==> src/rtl/wb_pkg.sv <==
// Shared writeback-select encodings, one-hot source flags, FSM state type and default load timeout.
package wb_pkg;

    localparam logic [2:0] SEL_ALU   = 3'b000;
    localparam logic [2:0] SEL_LOAD  = 3'b001;
    localparam logic [2:0] SEL_PC4   = 3'b010;
    localparam logic [2:0] SEL_PCIMM = 3'b011;
    localparam logic [2:0] SEL_IMM   = 3'b100;

    localparam logic [4:0] OH_NONE  = 5'b00000;
    localparam logic [4:0] OH_ALU   = 5'b00001;
    localparam logic [4:0] OH_LOAD  = 5'b00010;
    localparam logic [4:0] OH_PC4   = 5'b00100;
    localparam logic [4:0] OH_PCIMM = 5'b01000;
    localparam logic [4:0] OH_IMM   = 5'b10000;

    localparam int MEM_TIMEOUT_DEF = 16;

    typedef enum logic {
        ST_IDLE     = 1'b0,
        ST_WAIT_MEM = 1'b1
    } wb_state_e;

endpackage

==> src/rtl/wb_sel_onehot.sv <==
// Combinational 3-to-5 writeback-source decoder; codes above IMM decode to all-zero and raise o_illegal.
module wb_sel_onehot
    import wb_pkg::*;
(
    input  logic [2:0] i_sel,
    output logic [4:0] o_onehot,
    output logic       o_illegal
);

    always_comb begin
        o_onehot  = OH_NONE;
        o_illegal = 1'b0;
        case (i_sel)
            SEL_ALU:   o_onehot = OH_ALU;
            SEL_LOAD:  o_onehot = OH_LOAD;
            SEL_PC4:   o_onehot = OH_PC4;
            SEL_PCIMM: o_onehot = OH_PCIMM;
            SEL_IMM:   o_onehot = OH_IMM;
            default:   o_illegal = 1'b1;
        endcase
    end

endmodule

==> src/rtl/wb_sel_decode.sv <==
// Writeback select/decode stage: one register-file write per accepted request, loads wait for mem_rvalid.
// Optional load timeout (mem_timeout port + counter) is built when WB_MEM_TIMEOUT_EN is defined.
module wb_sel_decode
    import wb_pkg::*;
#(
    parameter int XLEN        = 32,
    parameter int MEM_TIMEOUT = MEM_TIMEOUT_DEF
)
(
    input  logic            clk,
    input  logic            rst,
    input  logic            in_valid,
    output logic            in_ready,
    input  logic [2:0]      in_sel,
    input  logic [4:0]      in_rd,
    input  logic            in_reg_write,
    input  logic [XLEN-1:0] alu_result,
    input  logic [XLEN-1:0] pc_plus4,
    input  logic [XLEN-1:0] pc_plus_imm,
    input  logic [XLEN-1:0] imm,
    input  logic [XLEN-1:0] mem_rdata,
    input  logic            mem_rvalid,
`ifdef WB_MEM_TIMEOUT_EN
    output logic            mem_timeout,
`endif
    output logic            rf_we,
    output logic [4:0]      rf_waddr,
    output logic [XLEN-1:0] rf_wdata,
    output logic [4:0]      sel_onehot,
    output logic            illegal_sel
);

    wb_state_e       r_state;
    logic            r_rf_we;
    logic [4:0]      r_rf_waddr;
    logic [XLEN-1:0] r_rf_wdata;
    logic [4:0]      r_sel_onehot;
    logic            r_illegal;
    logic [4:0]      r_ld_rd;
    logic            r_ld_we;

    logic [4:0]      w_onehot;
    logic            w_illegal;
    logic            w_accept;
    logic            w_wr_en;
    logic            w_ld_wr_en;
    logic [XLEN-1:0] w_src;

`ifdef WB_MEM_TIMEOUT_EN
    localparam logic [7:0] TMO_LAST = 8'(MEM_TIMEOUT - 1);
    logic [7:0] r_tmo_cnt;
    logic       r_mem_timeout;
    assign mem_timeout = r_mem_timeout;
`else
    logic w_unused_cfg;
    assign w_unused_cfg = |8'(MEM_TIMEOUT);
`endif

    wb_sel_onehot u_sel_onehot (
        .i_sel     (in_sel),
        .o_onehot  (w_onehot),
        .o_illegal (w_illegal)
    );

    assign in_ready   = (r_state == ST_IDLE) && !rst;
    assign w_accept   = in_valid && in_ready;
    assign w_wr_en    = in_reg_write && (in_rd != 5'd0);
    assign w_ld_wr_en = r_ld_we && (r_ld_rd != 5'd0);

    // LOAD has no source at acceptance; its data arrives later on mem_rdata.
    always_comb begin
        w_src = '0;
        case (in_sel)
            SEL_ALU:   w_src = alu_result;
            SEL_PC4:   w_src = pc_plus4;
            SEL_PCIMM: w_src = pc_plus_imm;
            SEL_IMM:   w_src = imm;
            default:   w_src = '0;
        endcase
    end

    always_ff @(posedge clk) begin
        if (rst) begin
            r_state      <= ST_IDLE;
            r_rf_we      <= 1'b0;
            r_rf_waddr   <= '0;
            r_rf_wdata   <= '0;
            r_sel_onehot <= OH_NONE;
            r_illegal    <= 1'b0;
            r_ld_rd      <= '0;
            r_ld_we      <= 1'b0;
`ifdef WB_MEM_TIMEOUT_EN
            r_tmo_cnt     <= '0;
            r_mem_timeout <= 1'b0;
`endif
        end else begin
            r_rf_we   <= 1'b0;
            r_illegal <= 1'b0;
`ifdef WB_MEM_TIMEOUT_EN
            r_mem_timeout <= 1'b0;
`endif
            case (r_state)
                ST_IDLE: begin
                    if (w_accept) begin
                        r_sel_onehot <= w_onehot;
                        if (w_illegal) begin
                            r_illegal <= 1'b1;
                        end else if (w_onehot == OH_LOAD) begin
                            r_state <= ST_WAIT_MEM;
                            r_ld_rd <= in_rd;
                            r_ld_we <= in_reg_write;
`ifdef WB_MEM_TIMEOUT_EN
                            r_tmo_cnt <= '0;
`endif
                        end else begin
                            r_rf_we <= w_wr_en;
                            if (w_wr_en) begin
                                r_rf_waddr <= in_rd;
                                r_rf_wdata <= w_src;
                            end
                        end
                    end
                end
                ST_WAIT_MEM: begin
                    // A return on the expiry cycle still completes the load.
                    if (mem_rvalid) begin
                        r_state <= ST_IDLE;
                        r_rf_we <= w_ld_wr_en;
                        if (w_ld_wr_en) begin
                            r_rf_waddr <= r_ld_rd;
                            r_rf_wdata <= mem_rdata;
                        end
`ifdef WB_MEM_TIMEOUT_EN
                        r_tmo_cnt <= '0;
                    end else if (r_tmo_cnt == TMO_LAST) begin
                        r_state       <= ST_IDLE;
                        r_mem_timeout <= 1'b1;
                        r_tmo_cnt     <= '0;
                    end else begin
                        r_tmo_cnt <= r_tmo_cnt + 8'd1;
`endif
                    end
                end
                default: r_state <= ST_IDLE;
            endcase
        end
    end

    assign rf_we       = r_rf_we;
    assign rf_waddr    = r_rf_waddr;
    assign rf_wdata    = r_rf_wdata;
    assign sel_onehot  = r_sel_onehot;
    assign illegal_sel = r_illegal;

endmodule

==> config.mk <==
export PLATFORM = sky130hd
export DESIGN_NAME = wb_sel_decode
export DESIGN_NICKNAME = d
export VERILOG_FILES = /design/src/rtl/wb_pkg.sv /design/src/rtl/wb_sel_onehot.sv /design/src/rtl/wb_sel_decode.sv
export SDC_FILE = /design/constraint.sdc
export NUM_CORES = 1
export LEC_CHECK = 0
export ABC_AREA = 1
export CAP_MARGIN = 25
export CORE_MARGIN = 5
export CORE_UTILIZATION = 55
export DETAILED_ROUTE_END_ITERATION = 8
export DONT_BUFFER_PORTS = 1
export PLACE_DENSITY = 0.81
export SLEW_MARGIN = 15
export SYNTH_ARGS = -nofsm -noshare
export SYNTH_HDL_FRONTEND = slang
export SYNTH_SLANG_ARGS = --single-unit
==> constraint.sdc <==
create_clock -name clk -period 4.3 [get_ports clk]
set_input_delay 0.86 -clock clk [delete_from_list [all_inputs] [get_ports clk]]
set_output_delay 0.86 -clock clk [all_outputs]
set_load 0.02 [all_outputs]
# --- Word level (Yosys, flattened, before mapping) ---
# Cells that the tools add are included.
word_totals:
  in_bits: 173
  ff_bits: 51
  elab_cells: 61
  out_inout_bits: 45
classes:
  n_eq_ne: 11
  n_reduce_logical: 13
  n_bitwise: 2
  muxes: 27
op_table:
  columns: ["operator", "n"]
  rows:
  - ["32-bit 2-to-1 mux", 6]
  - ["32-bit one-hot mux with 4 select lines", 1]
  - ["32-bit one-hot mux with 2 select lines", 1]
  - ["5-bit 2-to-1 mux", 6]
  - ["5-bit one-hot mux with 5 select lines", 1]
  - ["2-bit != test, second input constant", 5]
  - ["5-bit one-hot mux with 2 select lines", 1]
  - ["5-bit nonzero test", 2]
  - ["1-bit 2-to-1 mux", 9]
  - ["3-bit by 2-bit equality test with 1-bit output, second input constant", 2]
  - ["6-bit AND reduction", 1]
  - ["5-bit by 2-bit equality test with 1-bit output, second input constant", 1]
  - ["5-bit OR reduction", 1]
  - ["1-bit logical AND", 4]
  - ["1-bit one-hot mux with 2 select lines", 2]
  - ["4-bit AND reduction", 1]
  - ["3-bit by 1-bit equality test with 1-bit output, second input constant", 1]
  - ["3-bit equality test, second input constant", 1]
  - ["3-bit zero test", 1]
  - ["3-bit OR reduction", 1]
  - ["2-bit by 1-bit != test with 1-bit output, second input constant", 1]
  - ["1-bit NOT", 2]
  - ["2-bit AND reduction", 1]
  - ["1-bit zero test", 1]

# --- Logic depth before layout (Yosys ltp) ---
# Gate-level depths: netlist of run 1.
logic_depth:
  depth_word: 7
  ltp_mapped: 11
  mapped_depth_nobuf: 9

# --- Hierarchy ---
# Synthesis of run 1 repeated with hierarchy kept, for this count alone.
unflattened:
  hier_cells: 673
  area_unflattened_um2: 3833.7
by_module_without_submodules:
  columns: ["module", "n_inst", "seq_area_each_um2", "cells_per_inst", "area_each_um2"]
  rows:
  - ["wb_sel_decode", 1, 1021.0, 660, 3784.9]
  - ["wb_sel_onehot", 1, 0.0, 13, 48.8]

# --- Worst setup path before layout of run 1 ---
# Ideal clock, no wire load.
synth_path:
  path_kind: "input to register"
  startpoint: "input rst"
  endpoint: "register r_rf_wdata[16] (netlist: rf_wdata[16])"
  setup_time_ns: 0.109
  path_slack_ns: 2.249
  arrival_time_ns: 1.942
  required_ns: 4.191
  stages: 11
  n_path_buf: 3
  path_cell_list: "buf_2 -> nor2_4 -> nand2_2 -> nor2_2 -> nand3_2 -> nand2_2 -> buf_6 -> buf_6 -> nand3_1 -> nand2_1 -> inv_1"
synth_via:
  elab_chain_len: 5
synth_lines:
  columns: ["item", "line", "rtl"]
  rows:
  - ["from (decl)", "wb_sel_decode.sv:11", "input logic rst,"]
  - ["1-bit zero test", "wb_sel_decode.sv:65", "assign in_ready = (r_state == ST_IDLE) && !rst;"]
  - ["1-bit logical AND", "wb_sel_decode.sv:65", null]
  - ["net in_ready", "wb_sel_decode.sv:13", "output logic in_ready,"]
  - ["1-bit logical AND", "wb_sel_decode.sv:66", "assign w_accept = in_valid && in_ready;"]
  - ["2-bit != test (no line)", null, null]
  - ["6-bit AND reduction (no line)", null, null]
  - ["to (signal assigned)", "wb_sel_decode.sv:119", "r_rf_wdata <= w_src;"]
  - ["to (signal assigned)", "wb_sel_decode.sv:131", "r_rf_wdata <= mem_rdata;"]
  - ["to (decl)", "wb_sel_decode.sv:36", "logic [XLEN-1:0] r_rf_wdata;"]
# The timed path passes the listed nets, and every way through them passes these cells.
# A chain may end at the register's enable or synchronous reset.

# --- Worst setup path in the final report of run 1 ---
layout_path:
  startpoint: "input in_sel[2]"
  endpoint: "register r_ld_rd[2]"
layout_via:
  elab_chain_len: 4
  elab_cells_between_ends: 9
  classes_between: "eq/ne: 5; mux: 1; reduce/logical: 3"
layout_lines:
  columns: ["item", "line", "rtl"]
  rows:
  - ["from (decl)", "wb_sel_decode.sv:14", "input logic [2:0] in_sel,"]
  - ["3-bit equality test (tied with other cells)", "wb_sel_onehot.sv:13", "case (i_sel)"]
  - ["5-bit one-hot mux with 5 select lines", "wb_sel_onehot.sv:13", null]
  - ["5-bit by 2-bit equality test with 1-bit output", "wb_sel_decode.sv:108", "end else if (w_onehot == OH_LOAD) begin"]
  - ["4-bit AND reduction (no line) *", null, null]
  - ["to (signal assigned)", "wb_sel_decode.sv:110", "r_ld_rd <= in_rd;"]
  - ["to (decl)", "wb_sel_decode.sv:39", "logic [4:0] r_ld_rd;"]
# Mark *: on every way between the ends. The rest lies on a longest branch, timed or not.

==> summary.md, run 1 <==
| Metric | Value |
|---|---|
| Inserted Clock Buffers | `5` |
| Row cnt | `30` |
| M1 WL | `4.66 mm` |
| Period utilization | `57.8%` |
| Clock sink total | `51` |
| # Post-CTS Setup Buffers | `0` |
| Met3 WL | `1.53 mm` |
| Filler cells | `729` |
| Clock latency on the worst-skew pair | `0.31 ns` |
| I/O pins | `218` |
| CP Max Fanout | `59` |
| Crit path launch type | `input port` |
| Max-Cap Viols | `0` |
| Clk Tree Root Cell | `clkbuf_8` |
| Via Count | `4259` |
| Pre-antenna DRT Iters | `6` |
| Worst Path Required | `4.51 ns` |
| Post-Syn Area | `0.00390 mm²` |
| Fraction of layout cells with a size suffix above 1 | `3.60%` |
| Post-DP HPWL | `8.64 mm` |
| Starting Density | `56.8%` |
| Setup slack at placement | `1.54 ns` |
| Synth-to-Final Area Change | `0.0642%` |
| Vias in the first global route | `3981` |
| Hold buffers post-CTS | `0` |
| Final hold violation count | `0` |
| Post-route setup slack | `1.81 ns` |
| Crit Reg-Reg Startpoint | `r_state$_SDFF_PP0_` |
| Top routing layer used | `met4` |
| Critical path cell sequence | `inv_4 > buf_4 > nand3_1 > nor2_1 > inv_1 > nor2_1 > nor2_1` |
| Commonest cells after routing, fill and taps aside | `174 x nand2_1, 132 x nand3_1, 107 x inv_1` |
| First-pass GRT wire length | `19.2 mm` |
| Syn Inst Count | `684` |
| Syn Nets | `857` |
| Hold Path Class | `register to register` |
| Routed WL | `12.4 mm` |
| Commonest non-fill, non-tap cell in the layout | `nand2_1` |
| DRC Markers | `0` |
| Critical Path End Type | `register` |
| Multi-input logic area | `0.00217 mm²` |
| Storage cell area | `0.00102 mm²` |
| Synthesized area per cell | `5.71 µm²` |
| Sequential cell area fraction in the yosys report | `26.2%` |
| Total congestion overflow | `0` |
| Die H | `94.2 µm` |
| CTS Buffer Depth | `2` |
| Initial antenna violation count | `0` |
| Post-route ant nets | `0` |
| CTS tree | `built` |
| RSZ-0062 raised after global routing | `false` |
| Worst path max stage delay | `0.54 ns` |
| R2R Path End | `rf_waddr[4]$_SDFFE_PP0P_` |
| Arr. time, crit path | `2.70 ns` |
| Status | `finished clean` |
| GP Congestion | `0.856` |
| Drt wl/cell | `16.9 µm` |
| Die width | `94.2 µm` |
| Layout net count | `811` |
| Slowest cell on the critical path | `buf_4` |
| WHS Endpoint | `r_ld_we$_SDFFE_PP0P_` |
| Lkg Pwr | `2.20 nW` |
| Htree depth | `2` |
| Worst hold start | `r_ld_we$_SDFFE_PP0P_` |
| Core area | `0.00687 mm²` |
| Initial DRC Count | `269` |
| Fmax achieved | `402 MHz` |
| Final Slew Violations | `0` |
| Yosys reg bits | `51` |
| Fin Clk Skew | `0.0148 ns` |
| WS Path Type | `input port to register` |
| Yosys warnings | `0` |
| Peak VDD IR | `0.117 mV` |
| Routed length on met2 | `6.11 mm` |
| Final setup vio count | `0` |
| Worst R2R Setup Slack | `1.81 ns` |
| Vias/cell | `5.79` |
| Final min period | `2.49 ns` |
| Slew margin rel. | `42.2%` |
| Port bufs | `0` |
| Clock slew seen by the registers of the worst setup and hold paths | `0.11 ns` |
| Final Power | `0.000961 W` |
| Synth cell types | `22` |
| Total track usage | `26.7%` |
| Largest net degree at the start of global routing | `69` |
| Die Area | `0.00888 mm²` |
| Reg2Reg Depth | `8` |
| Post-CTS resize count | `0` |
| CP most frequent cell | `nor2_1` |
| Measured slew at the worst slew-check pin | `0.867 ns` |
| Hold depth | `2` |
| Power Dens Cells | `246 mW/mm²` |
| Fin cells | `735` |
| Setup tns final | `0 ns` |
| Diodes inserted | `0` |
| Placed Cells incl. Taps | `725` |
worst max-delay path, delay by kind of cell:
kind | cells | cell delay, ns
buf+inv | 3 | 1.00
simple gates | 4 | 0.78
kinds of logic (layout without fill, tap and decap cells):
| kind of cell | count (synthesis) | count (layout) | share of synthesized area [%] |
|---|---|---|---|
| AOI/OAI and AO/OA | 55 | 55 | 7.12 |
| buffers and inverters | 169 | 124 | 18.4 |
| DFF | 51 | 51 | 26.2 |
| and+or+nand+nor | 409 | 409 | 48.4 |
layout make-up:
class	instances	area share [%]
multi-input cells	464	55.6
flip-flops and latches	51	26.2
inverters	109	10.5
well taps	96	3.07
repair buffers	7	2.24
clock buffers	5	1.76
clock inverters	3	0.641
through the flow:
stage               instance area (µm²)  hold slack (ns)  utilization, %
finish                             3910            0.508            56.9
global route                       3910            0.536            56.9
CTS                                3860            0.509            56.2
detailed placement                 3770            0.493            54.9
global placement                   3750            0.480            54.7
floorplan                          3900            0.472               -
worst max path at each step:
| stage | startpoint | endpoint | slack, ns |
|---|---|---|---|
| 5_1_grt | r_state$_SDFF_PP0_ | rf_waddr[1]$_SDFFE_PP0P_ | 1.57 |
| 4_1_cts | r_state$_SDFF_PP0_ | rf_waddr[4]$_SDFFE_PP0P_ | 1.81 |
| 3_3_place_gp | in_sel[2] | r_ld_rd[3]$_SDFFE_PP0P_ | 1.67 |
| 2_1_floorplan | rst | rf_wdata[16]$_SDFFE_PP0P_ | 2.25 |
| 3_5_place_dp | in_sel[2] | r_ld_rd[3]$_SDFFE_PP0P_ | 1.54 |
| 6_report | in_sel[2] | r_ld_rd[2]$_SDFFE_PP0P_ | 1.81 |
state kept, by name (all words and copies together), names as in the netlist:
register,count
rf_we,1
r_state,1
sel_onehot,5
illegal_sel,1
r_ld_we,1
r_ld_rd,5
rf_waddr,5
rf_wdata,32
where the power goes:
group	switching [W]	total (W)	leakage, nW	internal (W)
sequential	0.0000317	0.000520	0.414	0.000488
clock	0.000177	0.000296	0.0452	0.000119
combinational	0.0000933	0.000145	1.74	0.0000520
total	0.000302	0.000961	2.20	0.000659
cells in the mapped netlist (all sizes together):
| cell type | number | area (µm²) |
|---|---|---|
| nand2 | 176 | 666 |
| nand3 | 133 | 671 |
| inv | 108 | 408 |
| nand4 | 64 | 400 |
| dfxtp | 51 | 1020 |
| o21ai | 47 | 235 |
| buf | 36 | 215 |
| nor2 | 33 | 136 |
| clkbuf | 24 | 90.1 |
| a21oi | 7 | 35.0 |
| nor3 | 3 | 15.0 |
| a211oi | 1 | 7.51 |
| clkinv | 1 | 3.75 |
routing by layer:
metal / global-route usage [%] / up-vias
li1: - / 2123
met1: 31.1 / 1886
met2: 47.3 / 236
met3: 8.73 / 14
met4: 5.90 / 0
met5: 0 / -
(Power assumes the default switching activity.)
==> inputs of run 2 (changes only) <==
- clock period: 4.3 -> 2.4 ns (I/O delays scaled with it)
==> run 2 against run 1 <==
Sequential share of layout area is 0.31 points lower. Via count up 2.4%. Clock power increased by 74%. Clock skew down 0.0044 ns. Final cell count rose by 0.95%. Register-to-register slack worse by 1.4 ns. Utilization increased by 0.69 points. Die area unchanged. Sequential cell count is the same. First-iteration DRC count decreased by 25%. Power rose by 78%. Critical endpoint is now rf_waddr[4]$_SDFFE_PP0P_.
==> summary.md, run 2 (synthesis gave the netlist of run 1 again) <==
| Metric | Value |
|---|---|
| Internal power | `0.00118 W` |
| Clock latency on the worst-skew pair | `0.31 ns` |
| Final min period | `1.97 ns` |
| Fraction of layout cells with a size suffix above 1 | `4.64%` |
| Top routing layer used | `met4` |
| First-pass GRT wire length | `19.2 mm` |
| M1 WL | `4.82 mm` |
| Pre-antenna DRT Iters | `5` |
| Slew margin rel. | `60.3%` |
| Routed WL | `12.6 mm` |
| Max-Cap Viols | `0` |
| Layout net count | `818` |
| CTS tree | `built` |
| Diodes inserted | `0` |
| Arr. time, crit path | `2.18 ns` |
| Worst path max stage delay | `0.43 ns` |
| Max reg flops | `32` |
| Clk pwr share | `30.0%` |
| Final Slew Violations | `0` |
| CP Max Fanout | `20` |
| Die H | `94.2 µm` |
| Vias/cell | `5.88` |
| Post-route ant nets | `0` |
| WS Path Type | `register to register` |
| Hold Path Class | `input port to register` |
| DRC Markers | `0` |
| Post-CTS resize count | `0` |
| Die width | `94.2 µm` |
| Critical Path End Type | `register` |
| Worst path bufs/invs | `2` |
| Clock sink total | `51` |
| Htree depth | `2` |
| Commonest cells after routing, fill and taps aside | `174 x nand2_1, 132 x nand3_1, 107 x inv_1` |
| Final hold violation count | `0` |
| Setup tns final | `0 ns` |
| Routed length on met2 | `6.11 mm` |
| Measured slew at the worst slew-check pin | `0.595 ns` |
| Switching Share | `31.1%` |
| Met3 WL | `1.42 mm` |
| Largest net degree at the start of global routing | `69` |
| Lkg Pwr | `2.23 nW` |
| Port bufs | `0` |
| Final setup vio count | `0` |
| Drt wl/cell | `17.0 µm` |
| Clk Tree Root Cell | `clkbuf_8` |
| I/O pins | `218` |
| P_sw | `0.000532 W` |
| Inserted Clock Buffers | `5` |
| Initial DRC Count | `202` |
| Peak VDD IR | `0.211 mV` |
| Critical path cell sequence | `nor2_4 > nand2_2 > nor2_2 > nand3_2 > nand2_2 > buf_12 > inv_1 > nor2_1 > nor2_1` |
| Starting Density | `56.8%` |
| Row cnt | `30` |
| Slowest cell on the critical path | `dfxtp_2` |
| Synth-to-Final Area Change | `1.28%` |
| Vias in the first global route | `3892` |
| Initial antenna violation count | `0` |
| Fin Clk Skew | `0.0104 ns` |
| GP Congestion | `0.876` |
| Combinational power share | `15.6%` |
| Commonest non-fill, non-tap cell in the layout | `nand2_1` |
| Register share of total power | `54.3%` |
| Status | `finished clean` |
| Post-route setup slack | `0.432 ns` |
| Crit-path leading delay family | `simple AND/OR/NAND/NOR gates` |
| Final Util | `57.6%` |
| Total track usage | `26.9%` |
| Hold buffers post-CTS | `0` |
| CTS Buffer Depth | `2` |
| Via Count | `4361` |
| Clock slew seen by the registers of the worst setup and hold paths | `0.11 ns` |
| Power Dens Cells | `433 mW/mm²` |
| Die Area | `0.00888 mm²` |
| Worst Path Required | `2.62 ns` |
| Period utilization | `82.0%` |
| Crit path launch type | `register` |
| Fmax achieved | `508 MHz` |
| Post-DP HPWL | `9.07 mm` |
| Setup slack at placement | `0.477 ns` |
| # Post-CTS Setup Buffers | `0` |
| RSZ-0062 raised after global routing | `false` |
| WHS | `0.222 ns` |
| Core area | `0.00687 mm²` |
| Total congestion overflow | `0` |
run 2: path summary, 6_finish.rpt:
check | start | to | slack, ns | depth (start not counted)
worst max-delay path | r_state$_SDFF_PP0_ | rf_waddr[4]$_SDFFE_PP0P_ | 0.43 | 9
worst min-delay path | rst | rf_we$_SDFF_PP0_ | 0.22 | 1
worst max register to register | r_state$_SDFF_PP0_ | rf_waddr[4]$_SDFFE_PP0P_ | 0.43 | 9
worst min register to register | r_ld_we$_SDFFE_PP0P_ | r_ld_we$_SDFFE_PP0P_ | 0.52 | 2
run 2: per-layer routing:
metal | global-route usage [%] | up-vias
li1 | - | 2134
met1 | 32.8 | 1966
met2 | 45.5 | 237
met3 | 7.69 | 24
met4 | 8.06 | 0
met5 | 0 | -
run 2: layout make-up:
| type | count | area (µm²) |
|---|---|---|
| Tap cell | 96 | 120 |
| Clock inverter | 3 | 22.5 |
| Multi-Input combinational cell | 464 | 2170 |
| Sequential cell | 51 | 1020 |
| Timing Repair Buffer | 14 | 138 |
| Clock buffer | 5 | 68.8 |
| Fill cell | 698 | 2920 |
| Inverter | 109 | 412 |
run 2: per-stage QoR:
step / power (W) / cells / cell area, µm²
after floorplan: 0.00120 / 684 / 3900
after global placement: 0.00120 / 733 / 3850
after detailed placement: 0.00122 / 733 / 3850
after CTS: 0.00173 / 741 / 3940
after global routing: 0.00181 / 742 / 3950
final: 0.00171 / 742 / 3950
run 2: power groups by stage:
stage | clock network, W | logic (W) | registers [W]
floorplan | 0 | 0.000257 | 0.000939
global placement | 0 | 0.000255 | 0.000949
detailed placement | 0 | 0.000265 | 0.000950
CTS | 0.000532 | 0.000266 | 0.000930
global route | 0.000566 | 0.000306 | 0.000933
finish | 0.000515 | 0.000268 | 0.000930
==> inputs of run 3 (changes only) <==
- PLACE_DENSITY: 0.81 -> 0.84
- clock period: 2.4 -> 1.6 ns (I/O delays scaled with it)
==> run 3 against run 2 <==
Register-to-register slack got worse by 0.32 ns. Sequential share of layout area down 0.45 points. Utilization grew 0.95 points. Largest power group unchanged. Clock skew grew 0.0064 ns. Clock power up 54%. Critical path type unchanged. Critical path depth did not move. Combinational power increased by 55%. Worst setup slack lost 0.32 ns. Power grew 52%. Largest cell class unchanged. Routed wire length shrank 3.0%.
==> summary.md, run 3 (synthesis gave the netlist of run 1 again) <==
| Metric | Value |
|---|---|
| Starting Density | `56.8%` |
| Die Area | `0.00888 mm²` |
| Crit Reg-Reg Startpoint | `r_state$_SDFF_PP0_` |
| CTS Buffer Depth | `2` |
| Post-DP HPWL | `8.90 mm` |
| Storage cell area | `0.00102 mm²` |
| Hold depth | `1` |
| Routed WL | `12.2 mm` |
| Fin Clk Skew | `0.0168 ns` |
| # Post-CTS Setup Buffers | `0` |
| Arr. time, crit path | `1.69 ns` |
| Slew margin rel. | `69.4%` |
| Initial antenna violation count | `0` |
| Pre-antenna DRT Iters | `4` |
| Commonest non-fill, non-tap cell in the layout | `nand2_1` |
| Post-route ant nets | `0` |
| Clock slew seen by the registers of the worst setup and hold paths | `0.11 ns` |
| Hold buffers post-CTS | `0` |
| Vias/cell | `5.87` |
| Synth-to-Final Area Change | `2.95%` |
| Lkg Pwr | `2.26 nW` |
| Power Dens Cells | `647 mW/mm²` |
| Fraction of layout cells with a size suffix above 1 | `5.22%` |
| Drt wl/cell | `16.4 µm` |
| Fmax achieved | `672 MHz` |
| Initial DRC Count | `233` |
| Peak VDD IR | `0.424 mV` |
| WS Path Type | `register to register` |
| Diodes inserted | `0` |
| Crit. Startpoint | `r_state$_SDFF_PP0_` |
| CTS tree | `built` |
| Via Count | `4382` |
| WHS Endpoint | `rf_we$_SDFF_PP0_` |
| GP Congestion | `0.866` |
| Htree depth | `2` |
| Core area | `0.00687 mm²` |
| Inserted Clock Buffers | `5` |
| Hold Path Class | `input port to register` |
| Clk Tree Root Cell | `clkbuf_8` |
| Largest net degree at the start of global routing | `69` |
| Die H | `94.2 µm` |
| RSZ-0062 raised after global routing | `false` |
| Port bufs | `0` |
| I/O pins | `218` |
| Status | `finished clean` |
| Multi-input logic area | `0.00217 mm²` |
| WHS | `0.0613 ns` |
| Crit path launch type | `register` |
| Total congestion overflow | `0` |
| Vias in the first global route | `3970` |
| Final Power | `0.00260 W` |
| DRC Markers | `0` |
| Clock latency on the worst-skew pair | `0.31 ns` |
| Total track usage | `26.6%` |
| Setup tns final | `0 ns` |
| Clock sink total | `51` |
| Final hold violation count | `0` |
| Reg2Reg Depth | `9` |
| Commonest cells after routing, fill and taps aside | `174 x nand2_1, 132 x nand3_1, 107 x inv_1` |
| Period utilization | `93.0%` |
| First-pass GRT wire length | `19.1 mm` |
| Max-Cap Viols | `0` |
| Die width | `94.2 µm` |
| Critical Path End Type | `register` |
| Layout net count | `823` |
| Measured slew at the worst slew-check pin | `0.458 ns` |
| Final Slew Violations | `0` |
| Final setup vio count | `0` |
| Final min period | `1.49 ns` |
| Worst hold start | `rst` |
| R2R Path End | `rf_wdata[19]$_SDFFE_PP0P_` |
| CP Max Fanout | `14` |
| Worst R2R Setup Slack | `0.11 ns` |
| Row cnt | `30` |
| Max reg flops | `32` |
| Worst Path Required | `1.80 ns` |
| Filler cells | `697` |
## run 3: worst max path at each step
stage                     cells after the start                         to  slack [ns]
after floorplan                              11  rf_wdata[16]$_SDFFE_PP0P_        0.09
after global placement                        7   rf_wdata[3]$_SDFFE_PP0P_        0.14
after detailed placement                      7   rf_wdata[3]$_SDFFE_PP0P_        0.08
after CTS                                     7   rf_wdata[3]$_SDFFE_PP0P_        0.05
after global routing                          9  rf_wdata[22]$_SDFFE_PP0P_       0.003
final                                         9  rf_wdata[19]$_SDFFE_PP0P_        0.11
## run 3: cell type report
cell class,count,share of cell area (%)
clock buffer,5,1.71
multi-input combinational,464,54.0
sequential,51,25.4
timing repair buffer,19,4.98
tap,96,2.99
inverter,109,10.2
clock inverter,3,0.654
## run 3: per-layer routing
metal,track usage [%],vias to the layer above,part of all wire (%)
li1,-,2145,-
met1,29.0,1960,35
met2,50.5,263,51
met3,7.21,14,12
met4,5.90,0,1.1
met5,0,-,0
## run 3: where the power goes
part	internal [W]	total (W)	leakage (nW)	switching, W
registers	0.00131	0.00139	0.414	0.0000802
logic	0.000156	0.000416	1.80	0.000260
clock network	0.000323	0.000793	0.0491	0.000470
total	0.00179	0.00260	2.26	0.000810
## run 3: critical path, stage by stage, from the launching register on
cell	delay [ns]
dfxtp_1	0.39
nor2_4	0.15
nand2_2	0.08
nor2_2	0.10
nand3_2	0.10
nand2_2	0.12
buf_4	0.22
nand3_1	0.10
nand2_1	0.07
inv_1	0.04
## run 3: timing repair
item | 4_1_cts | 5_1_grt
gates resized for setup | 0 | 2
hold endpoints to repair | 0 | 0
setup endpoints to repair | 0 | 29
## run 3: through the flow
stage | std cells | instance area (µm²) | util [%] | worst slack, ns
2_1_floorplan | 684 | 3900 | - | 0.0891
3_3_place_gp | 739 | 3920 | 57.0 | 0.135
3_5_place_dp | 739 | 3920 | 57.0 | 0.0783
4_1_cts | 747 | 4010 | 58.4 | 0.0512
5_1_grt | 747 | 4020 | 58.5 | 0.00290
6_report | 747 | 4020 | 58.5 | 0.112
